==> src/rtl/seg7_pkg.sv <==
// Shared constants for the 7-segment scan controller: segment patterns,
// segment bit order and the scan state encoding.
package seg7_pkg;

  localparam int SEG_W     = 7;
  localparam int SEG_A_BIT = 6;
  localparam int SEG_B_BIT = 5;
  localparam int SEG_C_BIT = 4;
  localparam int SEG_D_BIT = 3;
  localparam int SEG_E_BIT = 2;
  localparam int SEG_F_BIT = 1;
  localparam int SEG_G_BIT = 0;

  localparam logic [6:0] SEG_0   = 7'b1111110;
  localparam logic [6:0] SEG_1   = 7'b0110000;
  localparam logic [6:0] SEG_2   = 7'b1101101;
  localparam logic [6:0] SEG_3   = 7'b1111001;
  localparam logic [6:0] SEG_4   = 7'b0110011;
  localparam logic [6:0] SEG_5   = 7'b1011011;
  localparam logic [6:0] SEG_6   = 7'b1011111;
  localparam logic [6:0] SEG_7   = 7'b1110000;
  localparam logic [6:0] SEG_8   = 7'b1111111;
  localparam logic [6:0] SEG_9   = 7'b1111011;
  localparam logic [6:0] SEG_OFF = 7'b0000000;

  typedef enum logic [1:0] {
    ST_IDLE  = 2'd0,
    ST_BLANK = 2'd1,
    ST_SHOW  = 2'd2
  } state_t;

endpackage

==> src/rtl/seg7_digit_decode.sv <==
// BCD to active-high segment decoder; codes 10..15 produce an all-off pattern.
module seg7_digit_decode
  import seg7_pkg::*;
(
  input  logic [3:0] i_bcd,
  output logic [6:0] o_seg
);

  // pattern lookup
  always_comb begin
    o_seg = SEG_OFF;
    case (i_bcd)
      4'd0:    o_seg = SEG_0;
      4'd1:    o_seg = SEG_1;
      4'd2:    o_seg = SEG_2;
      4'd3:    o_seg = SEG_3;
      4'd4:    o_seg = SEG_4;
      4'd5:    o_seg = SEG_5;
      4'd6:    o_seg = SEG_6;
      4'd7:    o_seg = SEG_7;
      4'd8:    o_seg = SEG_8;
      4'd9:    o_seg = SEG_9;
      default: o_seg = SEG_OFF;
    endcase
  end

endmodule

==> src/rtl/seg7_scan_ctrl.sv <==
// Multiplexed 7-segment scan controller with per-slot blanking, a
// double-buffered digit value and a single shared decoder.
module seg7_scan_ctrl
  import seg7_pkg::*;
#(
  parameter int DIGITS = 4,
  parameter int DWELL  = 50000,
  parameter int BLANK  = 16,
  parameter int CNT_W  = 16
) (
  input  logic                  clk,
  input  logic                  rst,
  input  logic [4*DIGITS-1:0]   bcd_in,
  input  logic                  load,
  input  logic [DIGITS-1:0]     digit_en,
  input  logic                  lz_blank,
  input  logic                  sel,
  output logic [6:0]            seg,
  output logic [DIGITS-1:0]     digit_sel,
  output logic                  frame_done
);

  localparam int                IW         = $clog2(DIGITS);
  localparam logic [CNT_W-1:0]  CNT_ZERO   = {CNT_W{1'b0}};
  localparam logic [CNT_W-1:0]  CNT_ONE    = {{(CNT_W-1){1'b0}}, 1'b1};
  localparam logic [CNT_W-1:0]  BLANK_LAST = CNT_W'(BLANK - 1);
  localparam logic [CNT_W-1:0]  DWELL_LAST = CNT_W'(DWELL - 1);
  localparam logic [DIGITS-1:0] SEL_NONE   = {DIGITS{1'b0}};
  localparam logic [DIGITS-1:0] SEL_ONE    = {{(DIGITS-1){1'b0}}, 1'b1};
  localparam logic [IW-1:0]     IDX_ZERO   = {IW{1'b0}};

  state_t              r_state, w_state_nxt;
  logic [IW-1:0]       r_index, w_index_nxt, w_first_idx, w_above_idx;
  logic                w_has_above, w_en_any, w_boundary, w_lz_off;
  logic [CNT_W-1:0]    r_cnt, w_cnt_nxt;
  logic [4*DIGITS-1:0] r_shadow, r_display;
  logic                r_pending;
  logic [3:0]          w_digit_val;
  logic [6:0]          w_dec, w_seg_nxt, r_seg;
  logic [DIGITS-1:0]   w_sel_nxt, r_digit_sel;
  logic                r_frame_done;

  assign w_en_any    = (digit_en != SEL_NONE);
  assign w_digit_val = r_display[{r_index, 2'b00} +: 4];

  seg7_digit_decode u_decode (
    .i_bcd (w_digit_val),
    .o_seg (w_dec)
  );

  // lowest enabled digit, and the nearest enabled digit above the current one
  always_comb begin
    w_first_idx = IDX_ZERO;
    w_above_idx = IDX_ZERO;
    w_has_above = 1'b0;
    for (int i = DIGITS - 1; i >= 0; i--) begin
      if (digit_en[i]) begin
        w_first_idx = IW'(i);
        if (IW'(i) > r_index) begin
          w_above_idx = IW'(i);
          w_has_above = 1'b1;
        end else begin
          w_has_above = w_has_above;
        end
      end else begin
        w_first_idx = w_first_idx;
      end
    end
  end

  // leading-zero suppression: current digit and every digit above it are zero
  always_comb begin
    w_lz_off = lz_blank && (r_index != IDX_ZERO);
    for (int i = 0; i < DIGITS; i++) begin
      if ((IW'(i) >= r_index) && (r_display[4*i +: 4] != 4'd0)) begin
        w_lz_off = 1'b0;
      end else begin
        w_lz_off = w_lz_off;
      end
    end
  end

  // scan sequencing: next state, slot counter and digit index
  always_comb begin
    w_state_nxt = r_state;
    w_index_nxt = r_index;
    w_cnt_nxt   = r_cnt;
    w_boundary  = 1'b0;
    if (!w_en_any) begin
      w_state_nxt = ST_IDLE;
      w_index_nxt = IDX_ZERO;
      w_cnt_nxt   = CNT_ZERO;
    end else begin
      case (r_state)
        ST_IDLE: begin
          w_state_nxt = ST_BLANK;
          w_index_nxt = w_first_idx;
          w_cnt_nxt   = CNT_ZERO;
        end
        ST_BLANK: begin
          w_cnt_nxt = r_cnt + CNT_ONE;
          if (r_cnt == BLANK_LAST) begin
            w_state_nxt = ST_SHOW;
          end else begin
            w_state_nxt = ST_BLANK;
          end
        end
        ST_SHOW: begin
          if (r_cnt == DWELL_LAST) begin
            w_state_nxt = ST_BLANK;
            w_cnt_nxt   = CNT_ZERO;
            w_index_nxt = w_has_above ? w_above_idx : w_first_idx;
            w_boundary  = !w_has_above;
          end else begin
            w_cnt_nxt = r_cnt + CNT_ONE;
          end
        end
        default: begin
          w_state_nxt = ST_IDLE;
          w_index_nxt = IDX_ZERO;
          w_cnt_nxt   = CNT_ZERO;
        end
      endcase
    end
  end

  // pre-register output values; a dropped mask forces outputs off at once
  always_comb begin
    w_sel_nxt = SEL_NONE;
    w_seg_nxt = SEG_OFF;
    if ((r_state == ST_SHOW) && w_en_any) begin
      w_sel_nxt = SEL_ONE << r_index;
      w_seg_nxt = w_lz_off ? SEG_OFF : w_dec;
    end else begin
      w_sel_nxt = SEL_NONE;
      w_seg_nxt = SEG_OFF;
    end
  end

  // scan state registers
  always_ff @(posedge clk or posedge rst) begin
    if (rst) begin
      r_state <= ST_IDLE;
      r_index <= IDX_ZERO;
      r_cnt   <= CNT_ZERO;
    end else begin
      r_state <= w_state_nxt;
      r_index <= w_index_nxt;
      r_cnt   <= w_cnt_nxt;
    end
  end

  // double buffer: a load arriving on a boundary stays pending for the next one
  always_ff @(posedge clk or posedge rst) begin
    if (rst) begin
      r_shadow  <= {(4*DIGITS){1'b0}};
      r_display <= {(4*DIGITS){1'b0}};
      r_pending <= 1'b0;
    end else begin
      if (w_boundary && r_pending) begin
        r_display <= r_shadow;
      end
      if (load) begin
        r_shadow  <= bcd_in;
        r_pending <= 1'b1;
      end else if (w_boundary) begin
        r_pending <= 1'b0;
      end
    end
  end

  // output registers
  always_ff @(posedge clk or posedge rst) begin
    if (rst) begin
      r_seg        <= SEG_OFF;
      r_digit_sel  <= SEL_NONE;
      r_frame_done <= 1'b0;
    end else begin
      r_seg        <= w_seg_nxt;
      r_digit_sel  <= w_sel_nxt;
      r_frame_done <= w_boundary;
    end
  end

  assign seg        = r_seg ^ {7{sel}};
  assign digit_sel  = r_digit_sel;
  assign frame_done = r_frame_done;

endmodule

==> config.mk <==
export PLATFORM = sky130hd
export DESIGN_NAME = seg7_scan_ctrl
export DESIGN_NICKNAME = d
export VERILOG_FILES = /design/src/rtl/seg7_pkg.sv /design/src/rtl/seg7_digit_decode.sv /design/src/rtl/seg7_scan_ctrl.sv
export SDC_FILE = /design/constraint.sdc
export NUM_CORES = 1
export LEC_CHECK = 0
export ABC_AREA = 1
export CAP_MARGIN = 40
export CORE_ASPECT_RATIO = 1.4
export CORE_MARGIN = 3
export CORE_UTILIZATION = 61
export CTS_CLUSTER_DIAMETER = 40
export DETAILED_ROUTE_END_ITERATION = 8
export HOLD_SLACK_MARGIN = 0.08
export PLACE_DENSITY = 0.85
export SKIP_LAST_GASP = 1
export SLEW_MARGIN = 20
export SYNTH_ARGS = -nofsm -noshare
export SYNTH_HDL_FRONTEND = slang
export SYNTH_SLANG_ARGS = --single-unit
==> constraint.sdc <==
create_clock -name clk -period 5 [get_ports clk]
set_input_delay 0.5 -clock clk [delete_from_list [all_inputs] [get_ports clk]]
set_output_delay 0.5 -clock clk [all_outputs]
set_load 0.1 [all_outputs]
==> impl_metrics.ini <==
[synth]
yosysTopAreaCellShare_pct = 47.5
synth_edf_count = 0
yosysUniqueCellTypes = 30
synth-seq-cells = 65
postSynthCellCount = 434
synth_area_leaders = dfrtp_1 47%, nand2_1 17%, nor2_1 6.4%, xor2_1 4.1%, ha_1 4.0%
ys_warn_count = 0
synthFlopType = dfrtp_1
async_reset_ff_share_pct = 100
syn-cell-area_sq_mm = 0.00343
yosys-top-cells-count = 153 x nand2_1, 65 x dfrtp_1, 58 x nor2_1, 34 x inv_1, 22 x nand3_1
yosysSeqAreaShare_pct = 47.5
synth_top_area_cell = dfrtp_1
syn_area_per_cell_sq_um = 7.90
synth_most_common_cell = nand2_1
postSynthNetCount = 470

[floorplanning]
num_io_pins = 37
num_rows = 31
fp.dieH_um = 94.7
core-area_sq_mm = 0.00531
start_util_pct = 64.5
die_area_sq_mm = 0.00657
die_x_um = 69.3

[cells_and_area]
drive_gt1_share_pct = 10.5
final_area_sq_mm = 0.00425
fin_util_pct = 79.9
area_delta_synth_final_pct = 23.9
fin_nets = 519
antennaDiodeCount = 0

[detailed_routing]
wl_per_cell_um = 12.2
viasPerCell = 5.17
drtAntennaViolNets = 0
route.detailed.drc = 0
num_vias = 2866
wl_um = 6730
drt_iter0_drc = 149
drt-pass1-iter-count = 4

[critical_path]
regToRegSetupSlack_ps = 2890
endpoint = seg[1]
worst-r2r-cell-count = 10
required_ps = 4500
slowest_stage = clkdlybuf4s50_1
reg2reg_from = r_index[0]
critPathCaptureType = output pin
crit_start = sel
cp.arrival_ps = 2180
slowest_delay_ps = 700
r2r_end = r_seg[3]
critPathLaunchType = primary input
crit_top_cell = clkdlybuf4s50_1
crit_type = in2out
cp_cell_sequence = clkdlybuf4s50_1, xor2_1, clkdlybuf4s50_1, buf_8
cp_max_fo = 7

[clock_network]
worstSkewPairLatency_ps = 340
clock_path_buffers = 2
cts-root-buf = clkbuf_8
path_clk_slew_ps = 70
htreeDepth = 3
cts_setup_buffers = 0
cts_resized = 0
numCtsBuffers = 9
hold_buffers = 0
cts_tree = done
clock_sinks = 65

[placement]
dp_hpwl_um = 4750
preCtsSetupSlack_ps = 2300
port_buffers = 36
place_area_sq_mm = 0.00400
place_congestion = 0.894

[timing]
setup_viol = 0
tns_ps = 0
holdWs_ps = 418
skew_ps = 8.67
layout_setup_ws_ps = 2320
finalHoldViolations = 0
max_freq_ghz = 0.374
finalCritPeriodShare_pct = 53.5
rsz0062_at_grt = false
relSlewSlack_pct = 59.9
post-route-min-period_ps = 2680
worstMarginPinSlew_ps = 602
maxSlewViolCount = 0

[global_routing]
antenna_found_initial = 0
grt_max_degree = 66
first_global_vias = 2763
overflow = 0
track_usage_pct = 21.9
grt_pass1_wl_um = 11600

[worst_hold_path]
min_path_type = in2async

[pwr]
p_per_area_mw_per_mm2 = 294
peakVddDrop_v = 0.000270
p_leak_nw = 2.20

[status]
status = completed

[job]
cap_violations = 0
==> routing by layer <==
layer  vias to the layer above  share of wire, %  track usage, %
li1                       1458                 -               -
met4                         0               1.7            9.45
met3                        13               5.0            4.47
met1                      1309                43            24.9
met5                         -                 0               0
met2                        86                51            39.9
==> sequential cells by signal (all words and copies together) (netlist names) <==
name,cells
r_cnt,16
r_display,16
r_shadow,16
r_seg,7
digit_sel,4
r_index,2
r_state,2
frame_done,1
r_pending,1
==> cells in the final DEF, fill, tap and decap left out, types with 2 or more instances in the layout <==
master           count
dfrtp_1             65
o21ai_0              6
xnor2_1              2
nor2_1              58
a21oi_1              4
buf_8               13
nand2_1            153
nor2_4               2
clkbuf_8            12
ha_1                11
inv_1               33
clkdlybuf4s50_1     36
nor2_2               2
nand4_1             18
nor3_1               8
nand3_2              2
nand2_2              5
xor2_1              16
nand3_4              2
inv_2                4
nand3_1             22
==> how the worst min path moves through the flow <==
stage,startpoint,depth (start not counted),slack (ps),end
5_1_grt,rst,3,430,r_cnt[3]
3_3_place_gp,r_cnt[0],1,450,r_cnt[0]
4_1_cts,r_display[0],2,480,r_display[0]
2_1_floorplan,r_cnt[0],1,430,r_cnt[0]
6_report,rst,3,420,r_cnt[3]
3_5_place_dp,r_shadow[0],2,460,r_shadow[0]
==> final cells by class <==
class / count / area, sq um
clock inverters: 3 / 46.3
multi-input cells: 318 / 1590
flip-flops and latches: 65 / 1630
repair buffers: 51 / 591
fillers: 326 / 1070
well taps: 66 / 82.6
inverters: 38 / 143
clock buffers: 13 / 169
==> power breakdown <==
group          switching [mW]  internal (mW)  total, mW
Clock                   0.198          0.273      0.471
Sequential             0.0308          0.554      0.585
Combinational           0.122         0.0721      0.194
Total                   0.351          0.899       1.25
==> critical path, delay by kind of cell <==
family                 cells  cell delay, ps
buffers and inverters      3            1450
XOR/XNOR                   1             220
==> per-stage QoR <==
stage | cells | power [mW]
5_1_grt | 554 | 1.31
4_1_cts | 553 | 1.25
2_1_floorplan | 434 | 0.724
3_3_place_gp | 524 | 0.768
6_report | 554 | 1.25
3_5_place_dp | 537 | 0.784
==> logic make-up after synthesis <==
logic type | after synthesis | synth area share (%)
simple gates | 277 | 35.9
flops | 65 | 47.5
buf+inv | 51 | 6.17
xor+xnor | 18 | 4.60
compound gates | 12 | 1.83
fa+ha+maj | 11 | 4.02
No activity file was read; power rests on OpenSTA's default activity.
